$ cat src/rtl/axi4_upsz_pkg.sv
// Shared types and helpers for the 64b -> 512b AXI4 upsizer.
// Latency: n/a (package only).
// Backpressure: n/a (package only).
//
// The offset/lane widths below are derived from the default narrow and
// wide data widths; the top-level NARROW_W/WIDE_W parameters must match
// these defaults.
package axi4_upsz_pkg;

  localparam int DFLT_NARROW_W = 64;
  localparam int DFLT_WIDE_W   = 512;

  // Byte offset within one wide word, and the low bits that address a byte
  // inside a single narrow lane.
  localparam int OFF_BITS  = $clog2(DFLT_WIDE_W / 8);
  localparam int NB_BITS   = $clog2(DFLT_NARROW_W / 8);
  localparam int LANE_BITS = OFF_BITS - NB_BITS;

  typedef struct packed {
    logic [OFF_BITS-1:0] off;
    logic [2:0]          size;
  } trk_entry_t;

  // Next beat address of an INCR burst, reduced modulo the wide word:
  // align down to the transfer size, then step by one transfer.
  function automatic logic [OFF_BITS-1:0] step_off(input logic [OFF_BITS-1:0] off,
                                                   input logic [2:0]          size);
    logic [OFF_BITS-1:0] inc;
    inc = OFF_BITS'(1) << size;
    return (off & ~(inc - OFF_BITS'(1))) + inc;
  endfunction

endpackage

$ cat src/rtl/axi4_upsz_trk_fifo.sv
// Burst tracking FIFO holding {wide-word offset, size} per accepted burst.
// Latency: entry visible at head the cycle after the push edge; no bypass.
// Backpressure: push ignored while full (even with a same-cycle pop); pop ignored while empty.
//
// Ports: clk/rst_n clock and async active-low reset; push_vld/push_dat write
// side with full flag; pop_vld/head_dat read side with empty flag.
module axi4_upsz_trk_fifo
  import axi4_upsz_pkg::*;
#(
  parameter int DEPTH = 8
) (
  input  logic       clk,
  input  logic       rst_n,
  input  logic       push_vld,
  input  trk_entry_t push_dat,
  output logic       full,
  input  logic       pop_vld,
  output trk_entry_t head_dat,
  output logic       empty
);

  localparam int PW = $clog2(DEPTH);

  trk_entry_t    mem [DEPTH];
  logic [PW-1:0] wr_ptr;
  logic [PW-1:0] rd_ptr;
  logic [PW:0]   count;
  logic          do_push;
  logic          do_pop;

  assign full     = (count == (PW+1)'(DEPTH));
  assign empty    = (count == '0);
  assign do_push  = push_vld & ~full;
  assign do_pop   = pop_vld & ~empty;
  assign head_dat = mem[rd_ptr];

  always_ff @(posedge clk or negedge rst_n) begin
    if (!rst_n) begin
      wr_ptr <= '0;
      rd_ptr <= '0;
      count  <= '0;
      for (int i = 0; i < DEPTH; i++) begin
        mem[i] <= '0;
      end
    end else begin
      if (do_push) begin
        mem[wr_ptr] <= push_dat;
        wr_ptr      <= wr_ptr + PW'(1);
      end
      if (do_pop) begin
        rd_ptr <= rd_ptr + PW'(1);
      end
      case ({do_push, do_pop})
        2'b10:   count <= count + (PW+1)'(1);
        2'b01:   count <= count - (PW+1)'(1);
        default: count <= count;
      endcase
    end
  end

endmodule

$ cat src/rtl/axi4_ddr_upsizer.sv
// AXI4 64b -> 512b upsizer with address-correct byte-lane steering; one narrow beat = one wide beat.
// Latency: zero added latency on every channel (combinational steering, tracking FIFOs off the data path).
// Backpressure: AW/AR stall when their tracking FIFO is full; W stalls until its AW is tracked; AR also stalls on an ID change while reads are in flight.
//
// Ports: aclk/aresetn clock and async active-low reset.
//   s_axi_aw*/w*/b*/ar*/r*  narrow slave port (from the shim master), data NARROW_W.
//   m_axi_aw*/w*/b*/ar*/r*  wide master port (to the DDR slave), data WIDE_W.
module axi4_ddr_upsizer
  import axi4_upsz_pkg::*;
#(
  parameter int NARROW_W    = DFLT_NARROW_W,
  parameter int WIDE_W      = DFLT_WIDE_W,
  parameter int ADDR_W      = 64,
  parameter int ID_W        = 16,
  parameter int OUTSTANDING = 8
) (
  input  logic                  aclk,
  input  logic                  aresetn,
  // narrow write address
  input  logic                  s_axi_awvalid,
  output logic                  s_axi_awready,
  input  logic [ADDR_W-1:0]     s_axi_awaddr,
  input  logic [7:0]            s_axi_awlen,
  input  logic [2:0]            s_axi_awsize,
  input  logic [ID_W-1:0]       s_axi_awid,
  // narrow write data
  input  logic                  s_axi_wvalid,
  output logic                  s_axi_wready,
  input  logic [NARROW_W-1:0]   s_axi_wdata,
  input  logic [NARROW_W/8-1:0] s_axi_wstrb,
  input  logic                  s_axi_wlast,
  // narrow write response
  output logic                  s_axi_bvalid,
  input  logic                  s_axi_bready,
  output logic [1:0]            s_axi_bresp,
  output logic [ID_W-1:0]       s_axi_bid,
  // narrow read address
  input  logic                  s_axi_arvalid,
  output logic                  s_axi_arready,
  input  logic [ADDR_W-1:0]     s_axi_araddr,
  input  logic [7:0]            s_axi_arlen,
  input  logic [2:0]            s_axi_arsize,
  input  logic [ID_W-1:0]       s_axi_arid,
  // narrow read data
  output logic                  s_axi_rvalid,
  input  logic                  s_axi_rready,
  output logic [NARROW_W-1:0]   s_axi_rdata,
  output logic [1:0]            s_axi_rresp,
  output logic                  s_axi_rlast,
  output logic [ID_W-1:0]       s_axi_rid,
  // wide write address
  output logic                  m_axi_awvalid,
  input  logic                  m_axi_awready,
  output logic [ADDR_W-1:0]     m_axi_awaddr,
  output logic [7:0]            m_axi_awlen,
  output logic [2:0]            m_axi_awsize,
  output logic [ID_W-1:0]       m_axi_awid,
  // wide write data
  output logic                  m_axi_wvalid,
  input  logic                  m_axi_wready,
  output logic [WIDE_W-1:0]     m_axi_wdata,
  output logic [WIDE_W/8-1:0]   m_axi_wstrb,
  output logic                  m_axi_wlast,
  // wide write response
  input  logic                  m_axi_bvalid,
  output logic                  m_axi_bready,
  input  logic [1:0]            m_axi_bresp,
  input  logic [ID_W-1:0]       m_axi_bid,
  // wide read address
  output logic                  m_axi_arvalid,
  input  logic                  m_axi_arready,
  output logic [ADDR_W-1:0]     m_axi_araddr,
  output logic [7:0]            m_axi_arlen,
  output logic [2:0]            m_axi_arsize,
  output logic [ID_W-1:0]       m_axi_arid,
  // wide read data
  input  logic                  m_axi_rvalid,
  output logic                  m_axi_rready,
  input  logic [WIDE_W-1:0]     m_axi_rdata,
  input  logic [1:0]            m_axi_rresp,
  input  logic                  m_axi_rlast,
  input  logic [ID_W-1:0]       m_axi_rid
);

  localparam int NB    = NARROW_W / 8;
  localparam int WB    = WIDE_W / 8;
  localparam int RATIO = WIDE_W / NARROW_W;

  // Holds every handshake output low while in reset and for the first
  // cycle after release, so nothing is accepted before the FIFOs settle.
  logic run;

  always_ff @(posedge aclk or negedge aresetn) begin
    if (!aresetn) run <= 1'b0;
    else          run <= 1'b1;
  end

  // ---------------- write path ----------------
  trk_entry_t          w_push_dat;
  trk_entry_t          w_head;
  logic                w_full, w_empty;
  logic                aw_ok, w_ok;
  logic                aw_hs, w_hs, w_pop;
  logic                w_mid;
  logic [OFF_BITS-1:0] w_off, w_cur_off;
  logic [LANE_BITS-1:0] w_lane;

  assign aw_ok         = run & ~w_full;
  assign m_axi_awvalid = s_axi_awvalid & aw_ok;
  assign s_axi_awready = m_axi_awready & aw_ok;
  assign m_axi_awaddr  = s_axi_awaddr;
  assign m_axi_awlen   = s_axi_awlen;
  assign m_axi_awsize  = s_axi_awsize;
  assign m_axi_awid    = s_axi_awid;
  assign aw_hs         = s_axi_awvalid & s_axi_awready;

  assign w_push_dat.off  = s_axi_awaddr[OFF_BITS-1:0];
  assign w_push_dat.size = s_axi_awsize;

  axi4_upsz_trk_fifo #(.DEPTH(OUTSTANDING)) u_wtrk (
    .clk      (aclk),
    .rst_n    (aresetn),
    .push_vld (aw_hs),
    .push_dat (w_push_dat),
    .full     (w_full),
    .pop_vld  (w_pop),
    .head_dat (w_head),
    .empty    (w_empty)
  );

  // Gating on a non-empty tracker keeps W from overtaking its AW.
  assign w_ok         = run & ~w_empty;
  assign m_axi_wvalid = s_axi_wvalid & w_ok;
  assign s_axi_wready = m_axi_wready & w_ok;
  assign w_hs         = s_axi_wvalid & s_axi_wready;
  assign w_pop        = w_hs & s_axi_wlast;

  // First beat of a burst takes the offset straight from the tracker head;
  // later beats use the stepped offset register.
  assign w_cur_off    = w_mid ? w_off : w_head.off;
  assign w_lane       = w_cur_off[OFF_BITS-1:NB_BITS];
  assign m_axi_wdata  = {RATIO{s_axi_wdata}};
  assign m_axi_wstrb  = WB'(s_axi_wstrb) << (w_lane * NB);
  assign m_axi_wlast  = s_axi_wlast;

  always_ff @(posedge aclk or negedge aresetn) begin
    if (!aresetn) begin
      w_mid <= 1'b0;
      w_off <= '0;
    end else if (w_hs) begin
      if (s_axi_wlast) begin
        w_mid <= 1'b0;
      end else begin
        w_mid <= 1'b1;
        w_off <= step_off(w_cur_off, w_head.size);
      end
    end
  end

  assign s_axi_bvalid = m_axi_bvalid & run;
  assign m_axi_bready = s_axi_bready & run;
  assign s_axi_bresp  = m_axi_bresp;
  assign s_axi_bid    = m_axi_bid;

  // ---------------- read path ----------------
  trk_entry_t          r_push_dat;
  trk_entry_t          r_head;
  logic                r_full, r_empty;
  logic                ar_ok, ar_hs, r_hs, r_pop;
  logic [ID_W-1:0]     last_arid;
  logic                r_mid;
  logic [OFF_BITS-1:0] r_off, r_cur_off;
  logic [LANE_BITS-1:0] r_lane;

  // Only one ID may be in flight at a time, so R beats return in AR order
  // and the tracker head always describes the beat on the bus.
  assign ar_ok         = run & ~r_full & (r_empty | (s_axi_arid == last_arid));
  assign m_axi_arvalid = s_axi_arvalid & ar_ok;
  assign s_axi_arready = m_axi_arready & ar_ok;
  assign m_axi_araddr  = s_axi_araddr;
  assign m_axi_arlen   = s_axi_arlen;
  assign m_axi_arsize  = s_axi_arsize;
  assign m_axi_arid    = s_axi_arid;
  assign ar_hs         = s_axi_arvalid & s_axi_arready;

  assign r_push_dat.off  = s_axi_araddr[OFF_BITS-1:0];
  assign r_push_dat.size = s_axi_arsize;

  always_ff @(posedge aclk or negedge aresetn) begin
    if (!aresetn)   last_arid <= '0;
    else if (ar_hs) last_arid <= s_axi_arid;
  end

  axi4_upsz_trk_fifo #(.DEPTH(OUTSTANDING)) u_rtrk (
    .clk      (aclk),
    .rst_n    (aresetn),
    .push_vld (ar_hs),
    .push_dat (r_push_dat),
    .full     (r_full),
    .pop_vld  (r_pop),
    .head_dat (r_head),
    .empty    (r_empty)
  );

  assign s_axi_rvalid = m_axi_rvalid & run;
  assign m_axi_rready = s_axi_rready & run;
  assign r_hs         = m_axi_rvalid & m_axi_rready;
  assign r_pop        = r_hs & m_axi_rlast;

  assign r_cur_off    = r_mid ? r_off : r_head.off;
  assign r_lane       = r_cur_off[OFF_BITS-1:NB_BITS];
  assign s_axi_rdata  = m_axi_rdata[r_lane*NARROW_W +: NARROW_W];
  assign s_axi_rresp  = m_axi_rresp;
  assign s_axi_rlast  = m_axi_rlast;
  assign s_axi_rid    = m_axi_rid;

  always_ff @(posedge aclk or negedge aresetn) begin
    if (!aresetn) begin
      r_mid <= 1'b0;
      r_off <= '0;
    end else if (r_hs) begin
      if (m_axi_rlast) begin
        r_mid <= 1'b0;
      end else begin
        r_mid <= 1'b1;
        r_off <= step_off(r_cur_off, r_head.size);
      end
    end
  end

endmodule

$ cat config.mk
export PLATFORM = sky130hd
export DESIGN_NAME = axi4_ddr_upsizer
export DESIGN_NICKNAME = d
export VERILOG_FILES = /design/src/rtl/axi4_upsz_pkg.sv /design/src/rtl/axi4_upsz_trk_fifo.sv /design/src/rtl/axi4_ddr_upsizer.sv
export SDC_FILE = /design/constraint.sdc
export NUM_CORES = 1
export LEC_CHECK = 0
export ABC_CLOCK_PERIOD_IN_PS = 11850
export CAP_MARGIN = 20
export CORE_AREA = 2 2 664 666
export DETAILED_ROUTE_END_ITERATION = 16
export DIE_AREA = 0 0 666 668
export PLACE_DENSITY = 0.3
export SYNTH_ARGS = -nofsm -noshare
export SYNTH_HDL_FRONTEND = slang
export SYNTH_HIERARCHICAL = 1
export SYNTH_SLANG_ARGS = --single-unit
export TNS_END_PERCENT = 20
$ cat constraint.sdc
create_clock -name aclk -period 11.85 [get_ports aclk]
set_clock_uncertainty 0.1 [all_clocks]
set_input_delay 2.37 -clock aclk [delete_from_list [all_inputs] [get_ports aclk]]
set_output_delay 2.37 -clock aclk [all_outputs]
set_load 0.05 [all_outputs]
==> summary.txt, run 1 <==
Status
  – Status: completed

Yosys
  – Ys async rst share: 100.0%
  – Seq/Total Area, Yosys: 24.60%
  – Xor/xnor share of the synthesized area: 1.413%
  – Simple-gate portion of the synthesized area: 6.402%
  – Synth Area per Inst: 11.28 um2
  – Ys Warns: 6
  – Mux contribution to synthesized area: 34.44%
  – Top FF cell, synth: dfrtp_1
  – Post-synth EDFFs: 0
  – Syn Inst Count: 1,758
  – Largest family of logic cells by synthesized area: multiplexers
  – Synth Area in Adders: 1.085%
  – Synth Net Count: 2,590
  – Synthesized cell area: 19,840 um2
  – Flop and latch count out of synthesis: 195
  – Compound-Gate Fraction of Synth Area: 1.943%
  – Yosys cell types: 64

GRT
  – Total grt overflow: 0
  – Pin count of the biggest net entering global routing: 77
  – Initial antenna violation count: 176
  – Gr usage total: 9.615%
  – Vias in the first global route: 15,003
  – First-pass GRT wire length: 257.4 mm

Floorplan
  – Initial Util: 4.537%
  – Die Area: 444,900 um2
  – Core region area: 437,200 um2
  – Die Width: 666 um
  – FP Rows: 243
  – Io pins: 1,686
  – Die height: 668 um

Final layout
  – Layout net count: 2,576
  – Design area: 29,500 um2
  – Commonest non-fill, non-tap cell in the layout: clkdlybuf4s50_1
  – Most frequent cells in the layout: clkdlybuf4s50_1, mux2_2, dfrtp_1, mux4_2, and2_1
  – Layout cells sized above 1: 29.20%
  – Layout area overhead: 48.71%

Route
  – Vias/cell: 1.971
  – Via count: 14,844
  – Drc violations: 0
  – Met1 WL: 69.34 mm
  – Drt wl/cell: 29.77 um
  – Met3 wire length: 39.89 mm
  – Detailed-route wire length: 224.2 mm
  – Final ANT Viol Nets: 0
  – DRT iter0 DRCs: 899
  – Met2 wire length: 108.4 mm
  – Highest metal used: met5
  – Pre-antenna DRT Iters: 4

Timing
  – Final Setup Violations: 0
  – Relative slew slack: 29.23%
  – RSZ-0062 raised after global routing: no
  – Slew Limit Fails: 0
  – Final period util: 69.89%
  – Fmax: 0.1208 GHz
  – Worst Max-Slew Pin Slew: 1.057 ns
  – Minimum clock period: 8.282 ns
  – Final TNS setup: 0 ns
  – Final hold vios: 0
  – WHS: 0.3863 ns

Clock network
  – CTS Hold Bufs: 0
  – Max clock buf depth: 2
  – Post-cts sizing count: 0
  – CTS tree: built
  – Clock-pin slew on the worst setup and hold paths: 0.09 ns
  – Clock sinks: 195
  – Root Buffer: clkbuf_16
  – H-tree Lvls: 4
  – Post-CTS repair timing setup buffer count: 0
  – CTS Buf Count: 17
  – Worst skew pair latency: 0.52 ns

Worst setup path
  – Crit path kind: flip-flop to primary output
  – Worst Setup EP: s_axi_rdata[2]
  – Cells on worst reg2reg path: 13
  – CP arrival: 5.81 ns
  – Reg2reg end: r_off[5]$_DFFE_PN0P_
  – R2R setup slack: 7.05 ns
  – R2R Path Start: u_rtrk/rd_ptr[0]$_DFFE_PN0P_
  – Beginning of the critical path: u_rtrk/rd_ptr[0]$_DFFE_PN0P_
  – CP required: 9.38 ns
  – Worst Path Max Fanout: 59
  – CP startpoint kind: flip-flop
  – CP Capture Type: primary output

Hold path
  – WHS Path Cells: 2
  – Worst hold start: w_off[1]$_DFFE_PN0P_
  – Hold Path Class: flip-flop to flip-flop

Power and ir drop
  – Internal Power: 2.517 mW
  – Power Total: 4.979 mW
  – Switching power: 2.463 mW
  – P_leak: 9.465 nW
  – P per Cell Area: 168.8 nW/um2
  – Sequential power share: 20.6%
  – Clock network power share: 13.1%
  – Sw Ratio: 49.45%
  – Max VDD drop: 0.1118 mV
  – Logic gate share of total power: 66.3%

Placement
  – Routability cong.: 0.8549
  – Post-Place Cell Area: 28,840 um2
  – Final HPWL DP: 203.3 mm
  – Port Buffers: 741

Job
  – Max_cap viols: 0
## cells in the mapped netlist, drive strengths merged, types with 2 or more instances
| cell | number | area, um2 |
|---|---|---|
| buf | 779 | 5806 |
| xor2 | 19 | 166.4 |
| o21ai | 7 | 35.03 |
| o211ai | 6 | 45.04 |
| nand3 | 12 | 60.06 |
| mux2 | 256 | 3018 |
| clkbuf | 22 | 82.58 |
| o311ai | 3 | 26.28 |
| and2 | 72 | 450.4 |
| xnor2 | 13 | 113.9 |
| mux4 | 164 | 3694 |
| or4b | 8 | 98.85 |
| nor4 | 6 | 37.54 |
| nand4 | 2 | 18.77 |
| nor3b | 7 | 52.55 |
| inv | 20 | 82.58 |
| a2111o | 2 | 22.52 |
| nand2 | 34 | 127.6 |
| o41ai | 3 | 26.28 |
| or4 | 3 | 22.52 |
| mux2i | 12 | 120.1 |
| nor2 | 25 | 96.35 |
| nand3b | 3 | 26.27 |
| nor4b | 3 | 56.31 |
| or2 | 4 | 25.02 |
| o221ai | 2 | 17.52 |
| dfrtp | 195 | 4880 |
| nand4b | 2 | 17.52 |
| o21bai | 2 | 15.01 |
| a21oi | 18 | 90.09 |
| nand2b | 7 | 43.79 |
| ha | 14 | 175.2 |
| o31ai | 3 | 22.52 |
| and3b | 4 | 35.03 |
| fa | 2 | 40.04 |
| nor3 | 11 | 86.34 |
## power groups by stage
stage	sequential [mW]	combinational, mW	clock [mW]
2_1_floorplan	0.943	2.70	0
3_3_place_gp	1.04	3.43	0
3_5_place_dp	1.05	3.42	0
4_1_cts	1.03	3.43	0.692
5_1_grt	1.06	3.51	0.717
6_report	1.03	3.30	0.650
## final cells by class
| type | instances | area, um2 |
|---|---|---|
| Antenna cell | 19 | 47.55 |
| Timing Repair Buffer | 768 | 7626 |
| Clock buffer | 18 | 429.2 |
| Tap cell | 5757 | 7203 |
| Inverter | 20 | 82.58 |
| Multi-Input combinational cell | 742 | 9046 |
| Clock inverter | 14 | 183.9 |
| Fill cell | 50954 | 407700 |
| Sequential cell | 195 | 4881 |
## stage by stage
stage	cells	setup slack (ns)	utilization [%]
3_3_place_gp	7482	3.581	6.596
5_1_grt	7524	3.307	6.742
2_1_floorplan	1758	5.846	-
3_5_place_dp	7482	3.706	6.596
6_report	7533	3.568	6.747
4_1_cts	7514	3.349	6.736
## metal layers
layer / global-route usage (%) / vias to the layer above
li1: - / 5466
met1: 8.723 / 7016
met2: 16.49 / 1958
met3: 7.883 / 350
met4: 1.713 / 54
met5: 1.780 / -
## state kept, by name, summed over array words and instances (netlist names)
signal         count
u_rtrk/wr_ptr      3
u_wtrk/count       4
run                1
u_rtrk/mem        72
w_mid              1
u_rtrk/count       4
r_mid              1
u_wtrk/wr_ptr      3
r_off              6
u_wtrk/rd_ptr      3
u_rtrk/rd_ptr      3
w_off              6
u_wtrk/mem        72
last_arid         16
## kinds of logic after synthesis
group	count (synthesis)
xor gates and xnor gates	32
muxes	432
adders and majority gates	16
DFF	195
and+or+nand+nor	205
AOI/OAI and AO/OA	56
buffers and inverters	821
other	1
## worst max-delay path: stages, from the launching register on
cell and delay, ns:
dfrtp_1 0.70, buf_4 0.39, mux4_2 0.54, mux2_2 0.30
mux2i_4 0.14, buf_4 0.63, buf_4 0.85, mux4_2 0.42
mux2_2 0.28, clkdlybuf4s50_1 0.87
## worst min path at each step
stage and to:
2_1_floorplan w_off[1]$_DFFE_PN0P_, 3_3_place_gp w_off[1]$_DFFE_PN0P_, 3_5_place_dp w_off[1]$_DFFE_PN0P_, 4_1_cts w_off[1]$_DFFE_PN0P_, 5_1_grt w_off[1]$_DFFE_PN0P_, 6_report w_off[1]$_DFFE_PN0P_
(Power assumes the default switching activity.)
==> run 2, diff against run 1 <==
--- a/config.mk
+++ b/config.mk
@@ -5,11 +5,11 @@
 export SDC_FILE = /design/constraint.sdc
 export NUM_CORES = 1
 export LEC_CHECK = 0
-export ABC_CLOCK_PERIOD_IN_PS = 11850
+export ABC_CLOCK_PERIOD_IN_PS = 7300
 export CAP_MARGIN = 20
-export CORE_AREA = 2 2 664 666
+export CORE_AREA = 2 2 666 668
 export DETAILED_ROUTE_END_ITERATION = 16
-export DIE_AREA = 0 0 666 668
+export DIE_AREA = 0 0 668 670
 export PLACE_DENSITY = 0.3
 export SYNTH_ARGS = -nofsm -noshare
 export SYNTH_HDL_FRONTEND = slang
==> constraint.sdc (replaced) <==
create_clock -name aclk -period 7.3 [get_ports aclk]
set_clock_uncertainty 0.1 [all_clocks]
set_input_delay 1.46 -clock aclk [delete_from_list [all_inputs] [get_ports aclk]]
set_output_delay 1.46 -clock aclk [all_outputs]
set_load 0.05 [all_outputs]
==> summary.txt, run 2 (synthesis results as in run 1) <==
Worst setup path
  – R2R setup slack: 3.31 ns (-3.74 ns)
  – Crit path kind: flip-flop to primary output
  – R2R Path Start: last_arid[13]$_DFFE_PN0P_
  – Cells on worst reg2reg path: 13 (unchanged)
  – CP arrival: 4.85 ns (-0.96 ns)
  – Critical path, cell by cell: mux4_2 > mux2_2 > mux2i_4 > buf_12 > buf_12 > mux4_2 > mux2_2 > clkdlybuf4s50_1
  – CP required: 5.74 ns (-3.64 ns)
  – CP startpoint kind: flip-flop
  – CP peak stage delay: 0.75 ns (-0.12 ns)
  – CP Capture Type: primary output
  – CP max-delay cell: clkdlybuf4s50_1
  – Worst Path Max Fanout: 58 (-1.7%)
  – Reg2reg end: u_rtrk/count[3]$_DFFE_PN0P_

Power and ir drop
  – P per Cell Area: 267.1 nW/um2 (+58%)
  – P_leak: 9.542 nW (+0.81%)
  – Power Total: 7.955 mW (+60%)
  – Max VDD drop: 0.2070 mV (+85%)

Final layout
  – Post-layout util: 6.765% (+0.018 points)
  – Commonest non-fill, non-tap cell in the layout: clkdlybuf4s50_1
  – Layout net count: 2,585 (+0.35%)
  – Finished Layout Cells: 7,686 (+2.0%)
  – Layout area overhead: 50.13%
  – Design area: 29,780 um2 (+0.95%)
  – Largest regs: u_rtrk/mem (72), u_wtrk/mem (72), last_arid (16)
  – Layout cells sized above 1: 30.12% (+0.93 points)
  – Most frequent cells in the layout: clkdlybuf4s50_1, mux2_2, dfrtp_1, mux4_2, and2_1

Route
  – Drc violations: 0 (unchanged)
  – Final ANT Viol Nets: 0 (unchanged)
  – Via count: 14,736 (-0.73%)
  – Drt wl/cell: 28.10 um (-5.6%)
  – DRT iter0 DRCs: 752 (-16%)
  – Pre-antenna DRT Iters: 5 (+1)
  – Detailed-route wire length: 216.0 mm (-3.7%)
  – Vias/cell: 1.917 (-2.7%)

GRT
  – Initial antenna violation count: 157 (-11%)
  – Gr usage total: 9.239% (-0.38 points)
  – First-pass GRT wire length: 249.9 mm (-2.9%)
  – Pin count of the biggest net entering global routing: 136 (+77%)
  – Total grt overflow: 0 (unchanged)
  – Vias in the first global route: 15,291 (+1.9%)

Clock network
  – Post-cts sizing count: 0 (unchanged)
  – H-tree Lvls: 4 (unchanged)
  – CTS tree: built
  – CTS Buf Count: 17 (unchanged)
  – Clock sinks: 195 (unchanged)
  – Worst skew pair latency: 0.50 ns (-0.02 ns)
  – CTS Hold Bufs: 0 (unchanged)
  – Post-CTS repair timing setup buffer count: 0 (unchanged)
  – Root Buffer: clkbuf_16
  – Max clock buf depth: 2 (unchanged)
  – Clock-pin slew on the worst setup and hold paths: 0.09 ns (about the same)

Floorplan
  – Initial Util: 4.506% (-0.031 points)
  – Die height: 670 um (+0.30%)
  – Die Area: 447,600 um2 (+0.60%)
  – Die Width: 668 um (+0.30%)
  – Core region area: 440,200 um2 (+0.69%)
  – Io pins: 1,686 (unchanged)
  – FP Rows: 244 (+0.41%)

Timing
  – RSZ-0062 raised after global routing: no
  – Final period util: 87.85%
  – Slew Limit Fails: 0 (unchanged)
  – Fmax: 0.1559 GHz
  – Final TNS setup: 0 ns (unchanged)
  – Final hold vios: 0 (unchanged)
  – Final Setup Violations: 0 (unchanged)
  – WHS: 0.3834 ns (-0.002909 ns)
  – Worst Max-Slew Pin Slew: 1.056 ns (-0.001157 ns)
  – Minimum clock period: 6.413 ns
  – Relative slew slack: 29.06% (-0.17 points)
  – Post-route setup slack: 0.8866 ns (-2.682 ns)

Status
  – Status: completed

Placement
  – Routability cong.: 0.8715 (+1.9%)
  – Final HPWL DP: 197.6 mm (-2.8%)
  – Placed cell count: 7,638 (+2.1%)
  – Port Buffers: 741 (unchanged)
  – Worst slack, placed: 1.307 ns (-2.399 ns)
  – Post-Place Cell Area: 29,140 um2 (+1.0%)

Job
  – Max_cap viols: 0 (unchanged)

Hold path
  – Worst hold start: r_off[0]$_DFFE_PN0P_
  – WHS Path Cells: 2 (unchanged)
  – WHS Endpoint: r_off[0]$_DFFE_PN0P_
  – Hold Path Class: flip-flop to flip-flop
## run 2: changes by cell type in the layout (fill, tap and decap cells not counted), sizes merged
cell / change
clkinv: +1
clkdlybuf4s50: -10
buf: +19
inv: -1
diode: -3
## run 2: worst max path at each step
| stage | start | endpoint | slack, ns | cells past startpoint |
|---|---|---|---|---|
| finish | u_rtrk/rd_ptr[0]$_DFFE_PN0P_ | s_axi_rdata[9] | 0.89 | 8 |
| global route | u_rtrk/rd_ptr[0]$_DFFE_PN0P_ | s_axi_rdata[29] | 0.62 | 8 |
| CTS | u_rtrk/rd_ptr[0]$_DFFE_PN0P_ | s_axi_rdata[29] | 0.70 | 8 |
| detailed placement | u_rtrk/rd_ptr[0]$_DFFE_PN0P_ | s_axi_rdata[29] | 1.31 | 8 |
| global placement | s_axi_arid[13] | m_axi_arvalid | 0.82 | 8 |
| floorplan | u_rtrk/rd_ptr[0]$_DFFE_PN0P_ | s_axi_rdata[48] | 2.45 | 9 |
## run 2: layer usage
metal  up-vias  wire length [um]  global-route usage [%]
met3       356             32810                   6.324
met1      7235             70390                   8.747
met2      1624            104300                   16.00
met4        42              7684                   2.489
li1       5479                 -                       -
met5         -               757                  0.9452
## run 2: final cells by class
| type | count | area, um2 |
|---|---|---|
| diodes | 16 | 40.04 |
| clock buffers | 18 | 439.2 |
| clock inverters | 14 | 160.2 |
| fillers | 51472 | 410500 |
| inverters | 20 | 82.58 |
| multi-input cells | 742 | 9041 |
| flip-flops and latches | 195 | 4881 |
| well taps | 5904 | 7387 |
| repair buffers | 777 | 7750 |
## run 2: report_power, final
group	internal, mW	switching (mW)	total [mW]
clock network	0.497	0.525	1.02
registers	1.38	0.289	1.67
logic	2.22	3.04	5.27
total	4.10	3.86	7.95
## run 2: worst max-delay path: cells and delay by family (launching register included)
kind | cells | cell delay [ns]
mux | 5 | 1.92
buf+inv | 3 | 1.43
flops | 1 | 0.74
==> run 3, diff against run 2 <==
--- a/config.mk
+++ b/config.mk
@@ -7,12 +7,11 @@
 export LEC_CHECK = 0
 export ABC_CLOCK_PERIOD_IN_PS = 7300
 export CAP_MARGIN = 20
-export CORE_AREA = 2 2 666 668
+export CORE_AREA = 2 2 659 661
 export DETAILED_ROUTE_END_ITERATION = 16
-export DIE_AREA = 0 0 668 670
+export DIE_AREA = 0 0 661 663
 export PLACE_DENSITY = 0.3
 export SYNTH_ARGS = -nofsm -noshare
 export SYNTH_HDL_FRONTEND = slang
-export SYNTH_HIERARCHICAL = 1
 export SYNTH_SLANG_ARGS = --single-unit
 export TNS_END_PERCENT = 20
==> summary.txt, run 3 <==
Yosys
  – Area leader, netlist: buf_4
  – Flop and latch count out of synthesis: 195 (unchanged)
  – Synthesized cell area: 19,440 um2 (-2.0%)
  – Synth Area per Inst: 11.06 um2 (-2.0%)
  – Syn Inst Count: 1,758 (unchanged)
  – Post-synth EDFFs: 0 (unchanged)
  – Top FF cell, synth: dfrtp_1
  – Synth top area cells: buf_4, dfrtp_1, mux4_2
  – Top cell type's share of synthesized area: 28.30% (+0.11 points)
  – Ys Warns: 0 (-6)
  – Synth Net Count: 2,594 (+0.15%)
  – Yosys cell types: 58 (-9.4%)
  – Ys async rst share: 100.0% (unchanged)
  – Top-count cell post-synth: buf_4
  – Seq/Total Area, Yosys: 25.10% (+0.50 points)
  – Most frequent cells after synthesis: buf_4, mux2_2, dfrtp_1

Timing
  – Worst Max-Slew Pin Slew: 1.074 ns (+0.01830 ns)
  – Final period util: 83.66% (-4.2 points)
  – Final hold vios: 0 (unchanged)
  – Final TNS setup: 0 ns (unchanged)
  – Post-route setup slack: 1.192 ns (+0.3059 ns)
  – Fmax: 0.1637 GHz (+5.0%)
  – Slew Limit Fails: 0 (unchanged)
  – RSZ-0062 raised after global routing: no
  – Final Setup Violations: 0 (unchanged)
  – Minimum clock period: 6.108 ns (-0.3059 ns)
  – Relative slew slack: 28.23% (-0.83 points)

Route
  – Highest metal used: met5
  – Met3 wire length: 45.62 mm (+39%)
  – Drt wl/cell: 27.16 um (-3.3%)
  – Final ANT Viol Nets: 1 (+1)
  – Via count: 14,349 (-2.6%)
  – Drc violations: 0 (unchanged)
  – Met2 wire length: 90.76 mm (-13%)
  – Met1 WL: 62.44 mm (-11%)
  – Vias/cell: 1.909 (-0.45%)
  – Detailed-route wire length: 204.2 mm (-5.5%)
  – Pre-antenna DRT Iters: 5 (unchanged)
  – DRT iter0 DRCs: 874 (+16%)

Worst setup path
  – CP startpoint kind: primary input
  – CP Capture Type: primary output
  – Worst Path Max Fanout: 3 (-95%)
  – CP arrival: 4.55 ns (-0.30 ns)
  – CP required: 5.74 ns (about the same)
  – Crit path kind: primary input to primary output

Power and ir drop
  – Power Total: 10.51 mW (+32%)
  – P_leak: 9.157 nW (-4.0%)
  – Max VDD drop: 0.2584 mV (+25%)
  – P per Cell Area: 358.5 nW/um2 (+34%)

Clock network
  – Clock sinks: 195 (unchanged)
  – CTS tree: built
  – Max clock buf depth: 2 (unchanged)
  – CTS Buf Count: 17 (unchanged)
  – Post-CTS repair timing setup buffer count: 0 (unchanged)
  – Worst skew pair latency: 0.51 ns (about the same)
  – Clock-pin slew on the worst setup and hold paths: 0.08 ns (about the same)
  – Post-cts sizing count: 0 (unchanged)
  – Root Buffer: clkbuf_16
  – CTS Hold Bufs: 0 (unchanged)
  – H-tree Lvls: 4 (unchanged)

Status
  – Status: finished, violations left
  – Failing checks: antenna violations

GRT
  – Initial antenna violation count: 118 (-25%)
  – Pin count of the biggest net entering global routing: 112 (-18%)
  – Total grt overflow: 0 (unchanged)
  – First-pass GRT wire length: 238.5 mm (-4.6%)
  – Gr usage total: 8.944% (-0.29 points)
  – Vias in the first global route: 14,984 (-2.0%)

Final layout
  – Design area: 29,330 um2 (-1.5%)
  – Most frequent cells in the layout: clkdlybuf4s50_1, mux2_2, dfrtp_1, mux4_2, and2_1
  – Largest regs: u_rtrk.mem (72), u_wtrk.mem (72), last_arid (16)
  – # fillers: 50,301 (-2.3%)
  – Layout cells sized above 1: 27.49% (-2.6 points)
  – Commonest non-fill, non-tap cell in the layout: clkdlybuf4s50_1
  – Layout area overhead: 50.85%
  – Layout net count: 2,587 (+0.077%)
  – Finished Layout Cells: 7,518 (-2.2%)

Hold path
  – Hold Path Class: flip-flop to flip-flop

Floorplan
  – Die Area: 438,200 um2 (-2.1%)
  – Core region area: 432,100 um2 (-1.9%)
  – Die Width: 661 um (-1.0%)
  – Die height: 663 um (-1.0%)
  – Io pins: 1,686 (unchanged)
  – Initial Util: 4.500% (-0.0062 points)
  – FP Rows: 242 (-0.82%)

Job
  – Max_cap viols: 0 (unchanged)

Placement
  – Port Buffers: 741 (unchanged)
  – Worst slack, placed: 0.9419 ns (-0.3652 ns)
  – Routability cong.: 0.8099 (-7.1%)
  – Final HPWL DP: 186.1 mm (-5.9%)
  – Placed cell count: 7,465 (-2.3%)
  – Post-Place Cell Area: 28,630 um2 (-1.8%)
run 3: kinds of logic after synthesis:
logic type	after synthesis	share of synthesized area (%)
flops	195	25.10
simple gates	208	5.818
mux	414	33.44
compound gates	63	2.239
buf+inv	814	30.09
xor+xnor	43	1.937
fa+ha+maj	20	1.364
other cells	1	0.01929
run 3: routing by layer:
layer	GRT usage [%]	up-vias
li1	-	5448
met1	7.915	7057
met2	14.18	1493
met3	9.150	313
met4	1.766	38
met5	0.8335	-
run 3: final cells by class:
cell class	instances	area, um2	share of cell area, %
Timing Repair Buffer	770	7737	26.38
Clock buffer	17	425.4	1.450
Clock inverter	15	217.7	0.7423
Antenna cell	20	50.05	0.1706
Tap cell	5734	7174	24.46
Inverter	18	67.56	0.2304
Sequential cell	195	4880	16.64
Multi-Input combinational cell	749	8777	29.93
run 3: path summary, 6_finish.rpt:
check / start / end / slack, ns / depth (start not counted)
max: s_axi_arid[6] / s_axi_arready / 1.19 / 8
max in group asynchronous: aresetn / last_arid[13]$_DFFE_PN0N_ / 5.00 / 2
min in group asynchronous: aresetn / u_wtrk.mem[50]$_DFFE_PN0P_ / 0.91 / 1
min: u_wtrk.wr_ptr[2]$_DFFE_PN0P_ / u_wtrk.wr_ptr[2]$_DFFE_PN0P_ / 0.38 / 1
max reg2reg: u_rtrk.rd_ptr[1]$_DFFE_PN0P_ / r_off[5]$_DFFE_PN0P_ / 2.72 / 14
min reg2reg: u_wtrk.wr_ptr[2]$_DFFE_PN0P_ / u_wtrk.wr_ptr[2]$_DFFE_PN0P_ / 0.38 / 1
run 3: critical path, stage by stage:
cell             delay (ns)
clkdlybuf4s50_1        0.49
xnor2_1                0.72
nand4_1                0.16
buf_4                  0.18
nor4_2                 0.73
o21ai_0                0.33
nor2_1                 0.28
buf_12                 0.17
run 3: per-stage QoR:
| stage | utilization, % | hold slack (ns) |
|---|---|---|
| 2_1_floorplan | - | 0.3434 |
| 3_3_place_gp | 6.623 | 0.3678 |
| 3_5_place_dp | 6.626 | 0.3690 |
| 4_1_cts | 6.775 | 0.3826 |
| 5_1_grt | 6.780 | 0.3902 |
| 6_report | 6.788 | 0.3780 |
run 3: power breakdown:
part	switching (mW)	internal (mW)	leakage (nW)	total, mW
Combinational	4.73	2.97	6.30	7.70
Sequential	0.280	1.46	2.54	1.74
Clock	0.565	0.508	0.314	1.07
Total	5.58	4.94	9.16	10.5
